### config.mk
export PLATFORM = sky130hd
export DESIGN_NAME = decoder_stream
export DESIGN_NICKNAME = d
export VERILOG_FILES = /design/src/rtl/decoder_pkg.sv /design/src/rtl/dec_skid_buf.sv /design/src/rtl/decoder_stream.sv
export SDC_FILE = /design/constraint.sdc
export NUM_CORES = 1
export LEC_CHECK = 0
export ABC_CLOCK_PERIOD_IN_PS = 1400
export BUFFER_PORTS_ARGS = -buffer_cell sky130_fd_sc_hd__buf_2
export CAP_MARGIN = 20
export CORE_MARGIN = 2
export CORE_UTILIZATION = 35
export CTS_CLUSTER_SIZE = 24
export DETAILED_ROUTE_END_ITERATION = 8
export GPL_TIMING_DRIVEN = 0
export PLACE_DENSITY = 0.53
export SETUP_SLACK_MARGIN = 0.02
export SYNTH_ARGS = -nofsm -noshare
export SYNTH_HDL_FRONTEND = slang
export SYNTH_SLANG_ARGS = --single-unit
### constraint.sdc
create_clock -name clk -period 1.4 [get_ports clk]
set_input_delay 0.28 -clock clk [delete_from_list [all_inputs] [get_ports clk]]
set_output_delay 0.28 -clock clk [all_outputs]
set_load 0.005 [all_outputs]
### src/rtl/decoder_pkg.sv
// Shared decode types and the one decode function used by the streaming decoder.
package decoder_pkg;

    typedef enum logic [1:0] {
        MODE_ONEHOT  = 2'd0,
        MODE_ONECOLD = 2'd1,
        MODE_THERM   = 2'd2,
        MODE_RSVD    = 2'd3
    } dec_mode_e;

    // Widest select the decode function supports; instances slice what they need.
    localparam int unsigned DEC_MAX_SEL_W = 8;
    localparam int unsigned DEC_MAX_OUT   = 1 << DEC_MAX_SEL_W;

    // One bit wider than a select so that NUM_OUT itself is representable.
    typedef logic [DEC_MAX_SEL_W:0]  dec_idx_t;
    // Bit DEC_MAX_OUT carries the error flag, bits below it the decoded word.
    typedef logic [DEC_MAX_OUT:0]    dec_word_t;

    // Returns {err, y}. Out-of-range selects and the reserved mode give y=0, err=1.
    function automatic dec_word_t dec_word(input logic [DEC_MAX_SEL_W-1:0] sel,
                                           input dec_mode_e                 mode,
                                           input dec_idx_t                  num_out);
        dec_word_t w;
        dec_idx_t  sel_x;
        dec_idx_t  idx;
        w     = '0;
        sel_x = {1'b0, sel};
        if (mode == MODE_RSVD || sel_x >= num_out) begin
            w[DEC_MAX_OUT] = 1'b1;
        end else begin
            for (int i = 0; i < int'(DEC_MAX_OUT); i++) begin
                idx = dec_idx_t'(i);
                if (idx < num_out) begin
                    case (mode)
                        MODE_ONEHOT:  w[idx] = (idx == sel_x);
                        MODE_ONECOLD: w[idx] = (idx != sel_x);
                        MODE_THERM:   w[idx] = (idx <= sel_x);
                        default:      w[idx] = 1'b0;
                    endcase
                end
            end
        end
        return w;
    endfunction

endpackage

### src/rtl/dec_skid_buf.sv
// Output register plus one skid entry; in_ready is purely registered.
module dec_skid_buf
    import decoder_pkg::*;
#(
    parameter int unsigned W = 9
) (
    input  logic         clk,
    input  logic         rst_n,
    input  logic         in_valid,
    output logic         in_ready,
    input  logic [W-1:0] in_data,
    output logic         out_valid,
    input  logic         out_ready,
    output logic [W-1:0] out_data
);

    logic         out_valid_q, out_valid_d;
    logic [W-1:0] out_data_q,  out_data_d;
    logic         skid_valid_q, skid_valid_d;
    logic [W-1:0] skid_data_q,  skid_data_d;
    logic         in_accept;
    logic         out_load;

    // Next state: refill the output from skid first, park a beat in skid when stalled.
    always_comb begin
        in_accept    = in_valid && !skid_valid_q;
        out_load     = !out_valid_q || out_ready;
        out_valid_d  = out_valid_q;
        out_data_d   = out_data_q;
        skid_valid_d = skid_valid_q;
        skid_data_d  = skid_data_q;
        if (out_load) begin
            if (skid_valid_q) begin
                out_valid_d  = 1'b1;
                out_data_d   = skid_data_q;
                skid_valid_d = 1'b0;
            end else begin
                out_valid_d = in_accept;
                if (in_accept) begin
                    out_data_d = in_data;
                end
            end
        end else if (in_accept) begin
            skid_valid_d = 1'b1;
            skid_data_d  = in_data;
        end
    end

    // State registers; reset empties both stages so no beat survives.
    always_ff @(posedge clk or negedge rst_n) begin
        if (!rst_n) begin
            out_valid_q  <= 1'b0;
            out_data_q   <= '0;
            skid_valid_q <= 1'b0;
            skid_data_q  <= '0;
        end else begin
            out_valid_q  <= out_valid_d;
            out_data_q   <= out_data_d;
            skid_valid_q <= skid_valid_d;
            skid_data_q  <= skid_data_d;
        end
    end

    assign in_ready  = !skid_valid_q;
    assign out_valid = out_valid_q;
    assign out_data  = out_data_q;

endmodule

### src/rtl/decoder_stream.sv
// Registered N-to-M decoder with valid/ready streaming and a saturating error counter.
module decoder_stream
    import decoder_pkg::*;
#(
    parameter int unsigned SEL_W     = 3,
    parameter int unsigned NUM_OUT   = 8,
    parameter int unsigned ERR_CNT_W = 8
) (
    input  logic                 clk,
    input  logic                 rst_n,
    input  logic                 in_valid,
    output logic                 in_ready,
    input  logic [SEL_W-1:0]     in_sel,
    input  logic [1:0]           in_mode,
    output logic                 out_valid,
    input  logic                 out_ready,
    output logic [NUM_OUT-1:0]   out_y,
    output logic                 out_err,
    output logic [ERR_CNT_W-1:0] err_cnt,
    input  logic                 err_clr
);

    logic [SEL_W-1:0]     sel_gated;
    logic [1:0]           mode_gated;
    dec_word_t            dec_full;
    logic                 dec_err;
    logic [NUM_OUT-1:0]   dec_y;
    logic                 unused_dec;
    logic                 in_accept;
    logic [NUM_OUT:0]     out_word;
    logic [ERR_CNT_W-1:0] err_cnt_q, err_cnt_d;

    // Decode at input capture; inputs are masked when idle so X on in_sel stays contained.
    always_comb begin
        sel_gated  = in_valid ? in_sel  : '0;
        mode_gated = in_valid ? in_mode : 2'd0;
        dec_full   = dec_word(DEC_MAX_SEL_W'(sel_gated), dec_mode_e'(mode_gated),
                              dec_idx_t'(NUM_OUT));
        dec_y      = dec_full[NUM_OUT-1:0];
        dec_err    = dec_full[DEC_MAX_OUT];
        unused_dec = ^dec_full;
    end

    assign in_accept = in_valid && in_ready;

    dec_skid_buf #(
        .W (NUM_OUT + 1)
    ) u_skid (
        .clk       (clk),
        .rst_n     (rst_n),
        .in_valid  (in_valid),
        .in_ready  (in_ready),
        .in_data   ({dec_err, dec_y}),
        .out_valid (out_valid),
        .out_ready (out_ready),
        .out_data  (out_word)
    );

    assign out_err = out_word[NUM_OUT];
    assign out_y   = out_word[NUM_OUT-1:0];

    // Error counter: clear wins, otherwise count accepted error beats up to all-ones.
    always_comb begin
        err_cnt_d = err_cnt_q;
        if (err_clr) begin
            err_cnt_d = '0;
        end else if (in_accept && dec_err && (err_cnt_q != '1)) begin
            err_cnt_d = err_cnt_q + 1'b1;
        end
    end

    // Error counter register.
    always_ff @(posedge clk or negedge rst_n) begin
        if (!rst_n) begin
            err_cnt_q <= '0;
        end else begin
            err_cnt_q <= err_cnt_d;
        end
    end

    assign err_cnt = err_cnt_q;

endmodule

# Word-level counts from Yosys, hierarchy flattened
# Index checks and enable logic that the tools add are counted.
[word_totals] reg_bits=28 latchBits=0 ramBits=0 rom_bits=0 input_bits=10 out_inout_bits=19 wordCells=65 mem_count=0
[classes] addsub=1 multipliers=0 n_div=0 order_cmp=7 n_eq_ne=18 shift=0 n_mux=19 bitwise=1 reduce_logical=14
[ops] op="2-to-1 mux 8 bit" n=3
[ops] op="one-hot mux 1 bit (3 select lines)" n=8
[ops] op="2-to-1 mux 9 bit" n=2
[ops] op="== test 3 bit (first input constant)" n=4
[ops] op="<= comparator 3 bit (first input constant)" n=4
[ops] op="inequality test 3 bit (first input constant)" n=4
[ops] op="adder 8 x 1 -> 8 bit (second input constant)" n=1
[ops] op="inequality test 8 bit (second input constant)" n=1
[ops] op="== test 2 x 3 -> 1 bit (first input constant)" n=2
[ops] op="<= comparator 2 x 3 -> 1 bit (first input constant)" n=2
[ops] op="inequality test 2 x 3 -> 1 bit (first input constant)" n=2
[ops] op="nonzero test 2 bit" n=3
[ops] op="== test 2 bit (second input constant)" n=2
[ops] op="2-to-1 mux 1 bit" n=4
[ops] op="AND reduction 2 bit" n=2
[ops] op="== test 1 x 3 -> 1 bit (first input constant)" n=1
[ops] op="<= comparator 1 x 3 -> 1 bit (first input constant)" n=1
[ops] op="logical AND 1 bit" n=3
[ops] op="logical NOT 3 bit" n=1
[ops] op="2-to-1 mux 3 bit" n=1
[ops] op="inequality test 1 x 3 -> 1 bit (first input constant)" n=1
[ops] op="nonzero test 3 bit" n=1
[ops] op="== test 2 x 1 -> 1 bit (second input constant)" n=1
[ops] op="logical NOT 1 bit" n=2
[ops] op="other kinds (4)" n=4

# Logic depth before layout (Yosys ltp)
[depth] word_depth=7 depth_mapped=6 ltp_nobuf=5

# Hierarchy
# A second synthesis with hierarchy kept.
[hier_totals] hier_cells=147 area_unflattened_um2=1686.6
[modules_own_cells] module="dec_skid_buf" instances=1 cells_each=57 area_each_um2=948.4 seq_area_each_um2=500.5
[modules_own_cells] module="decoder_stream" instances=1 cells_each=90 area_each_um2=738.2 seq_area_each_um2=200.2

# Worst setup path after synthesis
# OpenSTA, ideal clock, no wires.
[synth_timing] path_type="register to register" start="register err_cnt_q[0] (netlist: err_cnt[0])" end="register err_cnt_q[5] (netlist: err_cnt[5])" setup_ns=0.129 arrival_ns=1.381 required_ns=1.271 setup_slack_ns=-0.109 path_stages_with_launch=6 n_path_buf=0 synth_period_minus_slack_ns=1.509 path_cell_list="dfrtp_1 > ha_1 > and2_2 > a2111oi_4 > xnor2_1 > nor2_1"
[synth_via] elab_chain_len=3 elab_cells_between_ends=6 cone_classes="add/sub: 1; eq/ne: 1; mux: 2; reduce/logical: 2"
[synth_lines] element="start: declaration" line_no="decoder_stream.sv:31" rtl="logic [ERR_CNT_W-1:0] err_cnt_q, err_cnt_d;"
[synth_lines] element="start signal: assignment" line_no="decoder_stream.sv:77" rtl="err_cnt_q <= err_cnt_d;"
[synth_lines] element="adder 8 x 1 -> 8 bit or inequality test 8 bit (tied branches)" line_no="decoder_stream.sv:68, decoder_stream.sv:67"
[synth_lines] element="2-to-1 mux 8 bit or logical AND 1 bit (tied branches)" line_no="decoder_stream.sv:67" rtl="end else if (in_accept && dec_err && (err_cnt_q != '1)) begin"
[synth_lines] element="2-to-1 mux 8 bit or nonzero test 2 bit (tied branches)"
# Parallel ways exist; a longest one is shown, timed or not. The select of a mux whose other input is x is not followed.
# A chain may end at the register's enable or synchronous reset.

# Worst setup path in the final report
[layout_timing] start="register u_skid.skid_valid_q" end="register err_cnt_q[6] (netlist: err_cnt[6])"
[layout_via] elab_chain_len=5
[layout_lines] element="start: declaration" line_no="dec_skid_buf.sv:19" rtl="logic skid_valid_q, skid_valid_d;"
[layout_lines] element="start signal: assignment" line_no="dec_skid_buf.sv:59" rtl="skid_valid_q <= skid_valid_d;"
[layout_lines] element="logical NOT 1 bit" line_no="dec_skid_buf.sv:64" rtl="assign in_ready = !skid_valid_q;"
[layout_lines] element="logical AND 1 bit" line_no="decoder_stream.sv:44" rtl="assign in_accept = in_valid && in_ready;"
[layout_lines] element="logical AND 1 bit (2 in series)" line_no="decoder_stream.sv:67"
[layout_lines] element="nonzero test 2 bit (no line)"
# No other way between the ends.

==> impl_metrics.tcl <==
set metrics [dict create \
    status "finished, violations left" \
    violations "setup timing" \
    cts_tree "yes" \
    postSynth.asyncResetShare_pct 100 \
    h-tree-depth 1 \
    clock_path_buffers 2 \
    period_minus_slack_ns 1.45 \
    worstSetupPathType "register to register" \
    synth_edf_count 0 \
    drc 0 \
    ys_types 46 \
    reg2reg_depth 4 \
    slew_viol_final 0 \
    max_slew.worst_pin.slew_ns 0.606 \
    setup_viol 5 \
    hold_viol 0 \
    syn_area_um2 1580 \
    cts_hold_buffers 0 \
    cap_violations 0 \
    die_w_um 71.2 \
    p_leak_nw 0.946 \
    die_y_um 71.2 \
    wire_per_inst_um 14.1 \
    endpoint_kind "register" \
    clock_sinks 28 \
    power_density_nw_per_um2 877 \
    fin_nets 225 \
    grt_antenna_before_repair 0 \
    rows 24 \
    cts_root_buffer "clkbuf_8" \
    ant_nets 0 \
    synth_seq_cells 28 \
    drt-total-wl_um 3720 \
    final_cells 264 \
    first_global_vias 1303 \
    io_pins 29 \
    ys_seq_area_share_pct 44.3 \
    grt_max_degree 29 \
    hold_path_class "input pin to async pin" \
    synth.avg_cell_area_um2 9.47 \
    ir_drop_v 0.000360 \
    placedCellCount 246 \
    synthFlopType "dfrtp_1" \
    ys.warnings.count 0 \
    fin_hold_ws_ns 0.00608 \
    die-area_um2 5070 \
    area_growth_pct 27.8 \
    diodes 0 \
    cts_buffers 3 \
    grt_pass1_wl_um 6220 \
    syn_nets 178 \
    fmax_ghz 0.691 \
    path_max_fanout 7 \
    initial_core_util_pct 36.3 \
    coreArea_um2 4350 \
    crit_path_start_kind "register" \
    setup_total_negative_slack_ns -0.103 \
    drive_gt1_share_pct 35.4 \
    viasPerCell 5.28 \
    setup_slack_ns -0.0470 \
    gr-total-overflow 0 \
    gp_congestion 0.825 \
    insertion_delay_ns 0.27 \
    synth_cells 167 \
    port_buffers 27 \
    clk_pin_slew_ns 0.09 \
    finalClockSkew_ns 0.00206 \
    n_fill_cell 421 \
    drt-pass1-iter-count 4 \
    rsz0062_at_grt "true" \
    drt_iter0_drc 69 \
    finalCritPeriodShare_pct 103 \
    vias 1393 \
    hpwl_um 2590 \
    crit_arrival_ns 1.63 \
    grt_usage_pct 15.1 \
    cp_data_required_time_ns 1.58 \
    relSlewSlack_pct 59.6 \
]
==> layer usage <==
metal | routed length (um) | part of all wire (%) | GRT usage, % | vias to the layer above
met4 | 45 | 1.2 | 5.24 | 0
li1 | - | - | - | 687
met2 | 1750 | 47 | 22.0 | 30
met5 | 0 | 0 | 0 | -
met3 | 115 | 3.1 | 1.83 | 4
met1 | 1810 | 49 | 23.0 | 672
==> registers in the layout (all words and copies together), names as in the netlist <==
register / cells
u_skid.skid_data_q: 9
u_skid.out_data: 9
u_skid.skid_valid_q: 1
err_cnt: 8
u_skid.out_valid: 1
==> through the flow <==
step	setup slack [ns]	area (um2)	power, mW	utilization [%]
after floorplan	-0.00261	1590	1.18	-
after global placement	-0.305	1790	1.32	41.0
after detailed placement	-0.304	1790	1.33	41.0
after CTS	-0.0207	1910	1.76	43.8
after global routing	-0.0885	2020	1.88	46.4
final	-0.0470	2020	1.77	46.4
==> where the power goes <==
group / switching (mW) / internal [mW] / leakage [nW]
sequential: 0.0504 / 0.904 / 0.362
combinational: 0.214 / 0.174 / 0.563
clock: 0.238 / 0.193 / 0.0216
==> critical path, cell delays in order (launching register included) <==
cell and delay (ns):
dfrtp_2 0.48, and4b_2 0.33, and4_4 0.25, a31oi_2 0.09, a211oi_1 0.21
==> path summary, 6_finish.rpt <==
check	to	slack, ns	startpoint
min in group clk	err_cnt[3]	0.36	err_clr
worst max register to register	err_cnt[6]	-0.05	u_skid.skid_valid_q
max in group asynchronous	u_skid.skid_valid_q	0.97	rst_n
worst max-delay path	err_cnt[6]	-0.05	u_skid.skid_valid_q
worst min-delay path	u_skid.skid_data_q[3]	0.006	rst_n
worst min register to register	u_skid.skid_data_q[1]	0.49	u_skid.skid_data_q[1]
==> layout make-up <==
type                    instances  area [um2]  area share [%]
plain buffers                  10        85.1            4.21
clock buffers                   3        41.3            2.04
inverters                       3        11.3           0.557
multi-input cells             126         832            41.2
flip-flops and latches         28         702            34.7
well taps                      52        65.1            3.22
repair buffers                 42         285            14.1
==> logic make-up after synthesis <==
| group | share of synthesized area, % |
|---|---|
| xor gates and xnor gates | 2.77 |
| AOI/OAI and AO/OA | 18.1 |
| muxes | 3.80 |
| DFF | 44.3 |
| buffers and inverters | 5.38 |
| adders and majority gates | 0.791 |
| and+or+nand+nor | 24.8 |
==> Yosys cell counts (2+ instances only) <==
master / count / share of area (%)
dfrtp_1: 28 / 44
a31oi_1: 3 / 1.2
nor3_1: 3 / 0.95
a221oi_1: 3 / 1.7
and4_1: 3 / 1.7
xor2_1: 2 / 1.1
nand2_1: 23 / 5.5
o211ai_1: 4 / 1.9
clkbuf_8: 2 / 1.7
mux2i_1: 6 / 3.8
and4b_2: 2 / 1.4
nand2b_1: 2 / 0.79
xnor2_1: 3 / 1.7
nor2_1: 20 / 4.7
a21oi_1: 6 / 1.9
buf_2: 4 / 1.3
inv_1: 3 / 0.71
nand3_1: 8 / 2.5
o21ai_0: 12 / 3.8
and3b_1: 2 / 1.1
nor2b_1: 3 / 1.2
==> cell usage in the layout (no fill, tap or decap), types with 3 or more instances in the layout <==
| master | synthesis | routed |
|---|---|---|
| a21oi_1 | 6 | 6 |
| a221oi_1 | 3 | 3 |
| and4b_2 | 2 | 3 |
| buf_2 | 4 | 30 |
| buf_4 | 1 | 12 |
| buf_6 | 1 | 3 |
| clkbuf_8 | 2 | 5 |
| dfrtp_1 | 28 | 27 |
| inv_1 | 3 | 3 |
| mux2i_1 | 6 | 6 |
| nand2_1 | 23 | 22 |
| nand3_1 | 8 | 8 |
| nor2_1 | 20 | 20 |
| nor3_1 | 3 | 3 |
| o211ai_1 | 4 | 4 |
| o21ai_0 | 12 | 12 |
| xnor2_1 | 3 | 3 |
==> repair_timing <==
item                                   4_1_cts  5_1_grt
gates cloned                                 0        1
pin swaps                                    7        7
endpoints found under the hold margin        0        0
gates resized for setup                      7       12
buffers inserted                             9        5
setup endpoints to repair                   13       17
Power figures use the tool's default switching activity.
